==> config.mk <==
export PLATFORM = sky130hd
export DESIGN_NAME = skid_buffer
export DESIGN_NICKNAME = d
export VERILOG_FILES = /design/src/rtl/skid_buffer.sv
export SDC_FILE = /design/constraint.sdc
export NUM_CORES = 1
export LEC_CHECK = 0
export ABC_AREA = 1
export CORE_ASPECT_RATIO = 0.7
export CORE_MARGIN = 4
export CORE_UTILIZATION = 35
export CTS_CLUSTER_SIZE = 20
export DETAILED_ROUTE_END_ITERATION = 8
export HOLD_SLACK_MARGIN = 0.08
export PLACE_DENSITY_LB_ADDON = 0.25
export SLEW_MARGIN = 25
export SYNTH_ARGS = -nofsm -noshare
export SYNTH_HDL_FRONTEND = slang
export SYNTH_SLANG_ARGS = --single-unit
==> constraint.sdc <==
create_clock -name clk -period 2.78 [get_ports clk]
set_clock_uncertainty 0.1 [all_clocks]
set_input_delay 0.556 -clock clk [delete_from_list [all_inputs] [get_ports clk]]
set_output_delay 0.556 -clock clk [all_outputs]
set_load 0.01 [all_outputs]
==> src/rtl/skid_buffer.sv <==
// Two-entry valid/ready register slice: every output, including s_ready, comes from a flop,
// so neither the ready path nor the data path is combinational through this block.
module skid_buffer #(
   parameter int WIDTH = 32
) (
   input  logic             clk,
   input  logic             rst_n,
   input  logic             s_valid,
   output logic             s_ready,
   input  logic [WIDTH-1:0] s_data,
   output logic             m_valid,
   input  logic             m_ready,
   output logic [WIDTH-1:0] m_data,
   output logic [1:0]       level
);

   typedef enum logic [1:0] {
      EMPTY = 2'd0,
      BUSY  = 2'd1,
      FULL  = 2'd2
   } state_t;

   state_t           state;
   logic [WIDTH-1:0] skid;
   logic             xfer_in;
   logic             xfer_out;

   assign xfer_in  = s_valid & s_ready;
   assign xfer_out = m_valid & m_ready;

   // Outputs are updated alongside the state so they stay registered.
   always_ff @(posedge clk or negedge rst_n) begin
      if (!rst_n) begin
         state   <= EMPTY;
         m_valid <= 1'b0;
         s_ready <= 1'b1;
         level   <= 2'd0;
         m_data  <= '0;
         skid    <= '0;
      end else begin
         case (state)
            EMPTY: begin
               if (xfer_in) begin
                  m_data  <= s_data;
                  m_valid <= 1'b1;
                  level   <= 2'd1;
                  state   <= BUSY;
               end
            end
            BUSY: begin
               if (xfer_in && xfer_out) begin
                  m_data <= s_data;
               end else if (xfer_in) begin
                  // Downstream stalled: park the new word behind the one on m_data.
                  skid    <= s_data;
                  s_ready <= 1'b0;
                  level   <= 2'd2;
                  state   <= FULL;
               end else if (xfer_out) begin
                  m_valid <= 1'b0;
                  level   <= 2'd0;
                  state   <= EMPTY;
               end
            end
            FULL: begin
               if (xfer_out) begin
                  m_data  <= skid;
                  s_ready <= 1'b1;
                  level   <= 2'd1;
                  state   <= BUSY;
               end
            end
            default: begin
               m_valid <= 1'b0;
               s_ready <= 1'b1;
               level   <= 2'd0;
               state   <= EMPTY;
            end
         endcase
      end
   end

endmodule

==> run summary <==
Final Util -> 49.4%
crit path kind -> register to output pin
RePlAce Congestion -> 0.775
CP max stage delay -> 0.55 ns
Buffers & Inverters on Critical Path -> 1
final hold violations -> 0
Worst-Margin Slew -> 0.618 ns
# IOs -> 72
CP Launch Type -> register
ANT cells -> 0
DP Wirelength -> 5.34 mm
Max Cap Viol -> 0
Netlist cell types -> 17
Crit path required time -> 2.12 ns
Vias/cell -> 4.72
Synth Warn # -> 0
R2R Path Start -> s_ready$_DFFE_PN1P_
fmax -> 484 MHz
unrepaired setup endpoints after global routing -> false
Peak VDD IR -> 0.615 mV
post-CTS setup buffers -> 0
Synth Register Bits -> 68
Synthesized Nets -> 447
synthesized area -> 3130 um2
via count -> 2849
top-area cell type share of the netlist area -> 53.6%
DRC viols -> 0
Avg Cell Area, Syn -> 7.61 um2
sw frac -> 37.5%
critical path's top delay family -> flip-flops
gr busiest metal -> met2
Num CTS Buffers -> 9
Critical Path Source -> s_ready$_DFFE_PN1P_
worst-path maximum fanout -> 3
CTS Sinks -> 68
Hold Crit Class -> input port to asynchronous set/reset pin
vias in the first global route -> 2947
final wirelength -> 8.23 mm
M1 GR Usage -> 21.9%
# port buffers -> 71
initial detailed-routing violation count -> 157
Int Pwr -> 3.13 mW
largest net degree at the start of global routing -> 35
post-layout minimum cycle time -> 2.07 ns
DR WL/cell -> 13.6 um
Worst R2R End -> skid[1]$_DFFE_PN0P_
Psw -> 1.87 mW
Die Y -> 87.1 um
layout cells sized above 1 -> 6.82%
Worst-Skew Late Latency -> 0.33 ns
setup TNS -> 0 ns
GRT Total Usage -> 17.0%
CP Capture Type -> output pin
met3 usage -> 5.06%
grt ovf -> 0
CP cell instances -> clkdlybuf4s50_1
outcome -> completed
worst reg2reg path depth -> 5
Max H-tree Level -> 3
Slew HR -> 58.6%
Rows -> 28
Setup-failing EPs final -> 0
deepest clock path buffer count -> 2
WHS -> 0.0798 ns
Leak Pwr -> 2.20 nW
nets -> 515
cts repair resizes -> 0
drt pass-1 iters -> 4
Seq/Total Area, Yosys -> 54.5%
Final Slew Violations -> 0
die area -> 10500 um2
slowest CP cell -> dfstp_2
routing usage on met2 -> 27.7%
CTS root buffer -> clkbuf_16
dominant cells by area after synthesis -> dfrtp_1 (54%), nand2_1 (29%), nand3_1 (10%)
Clk pin slew, worst setup/hold paths -> 0.06 ns
Seq pwr share -> 35.5%
Starting Density -> 36.4%
core area -> 8580 um2
CTS tree -> done
initial antenna violation count -> 0
die width -> 121 um
period utilisation layout -> 74.3%
R2R setup slack -> 0.96 ns
Clk network pwr share -> 22.8%
largest area contributor in the netlist -> dfrtp_1
part of the power in combinational logic -> 41.7%
Power Density -> 1180 nW/um2
crit path DAT -> 1.41 ns
CTS Hold Bufs -> 0
global-route wire length before repair -> 14.2 mm
post-synthesis cell count -> 411
ANT nets after route -> 0
Syn-to-layout area delta -> 35.5%
routing by layer:
| metal | vias to the layer above | wire, um |
|---|---|---|
| met5 | - | 0 |
| met4 | 0 | 62 |
| li1 | 1425 | - |
| met1 | 1360 | 3870 |
| met2 | 58 | 3840 |
| met3 | 6 | 452 |
cells by family (layout without fill, tap and decap cells):
logic type,count (synthesis),count (layout),share of synthesized area [%]
compound gates,6,6,1.08
buf+inv,29,102,4.44
flops,68,68,54.5
simple gates,308,308,40.0
worst max-delay path by stage:
| stage | cells after the start | endpoint | slack, ns |
|---|---|---|---|
| final | 1 | s_ready | 0.71 |
| after CTS | 1 | s_ready | 0.70 |
| after global routing | 6 | skid[27]$_DFFE_PN0P_ | 0.65 |
| after floorplan | 6 | m_data[10]$_DFFE_PN0P_ | 1.28 |
| after global placement | 6 | skid[24]$_DFFE_PN0P_ | 0.53 |
| after detailed placement | 6 | skid[1]$_DFFE_PN0P_ | 0.48 |
metrics by stage:
| step | setup WS [ns] | instance area [um2] | total power [mW] | instances |
|---|---|---|---|---|
| 2_1_floorplan | 1.28 | 3130 | 3.00 | 411 |
| 3_3_place_gp | 0.525 | 3940 | 3.85 | 588 |
| 3_5_place_dp | 0.476 | 3940 | 3.90 | 588 |
| 4_1_cts | 0.697 | 4240 | 5.06 | 604 |
| 5_1_grt | 0.650 | 4240 | 5.43 | 604 |
| 6_report | 0.715 | 4240 | 5.00 | 604 |
final cells by class:
cell class              count  area (um2)
clock buffers              14         264
inverters                   5        18.8
repair buffers             81         781
clock inverters             2        35.0
flip-flops and latches     68        1700
well taps                 120         150
multi-input cells         314        1280
fillers                   830        4350
sequential cells by signal, indices dropped and copies added (netlist names):
| register | cells |
|---|---|
| m_valid | 1 |
| skid | 32 |
| m_data | 32 |
| s_ready | 1 |
| state | 2 |
cells in the mapped netlist (all sizes together):
master	number
o21ai	3
clkbuf	4
inv	5
dfstp	1
nand3	64
buf	20
nand2	240
dfrtp	67
nor2	4
a21oi	3
placed cells by master (no fill, tap or decap), drive strengths merged:
cell type,n
bufinv,1
clkbuf,14
dfstp,1
nand2,240
dfrtp,67
nand3,64
clkinv,1
a21oi,3
nor2,4
clkdlybuf4s50,70
o21ai,3
inv,5
buf,11
power by group through the flow:
stage                     clock [mW]  combinational (mW)  sequential, mW
after floorplan                    0                1.14            1.86
after global placement             0                2.07            1.77
after detailed placement           0                2.11            1.79
after CTS                       1.16                2.12            1.78
after global routing            1.21                2.37            1.85
final                           1.14                2.08            1.78
(Power assumes the default switching activity.)
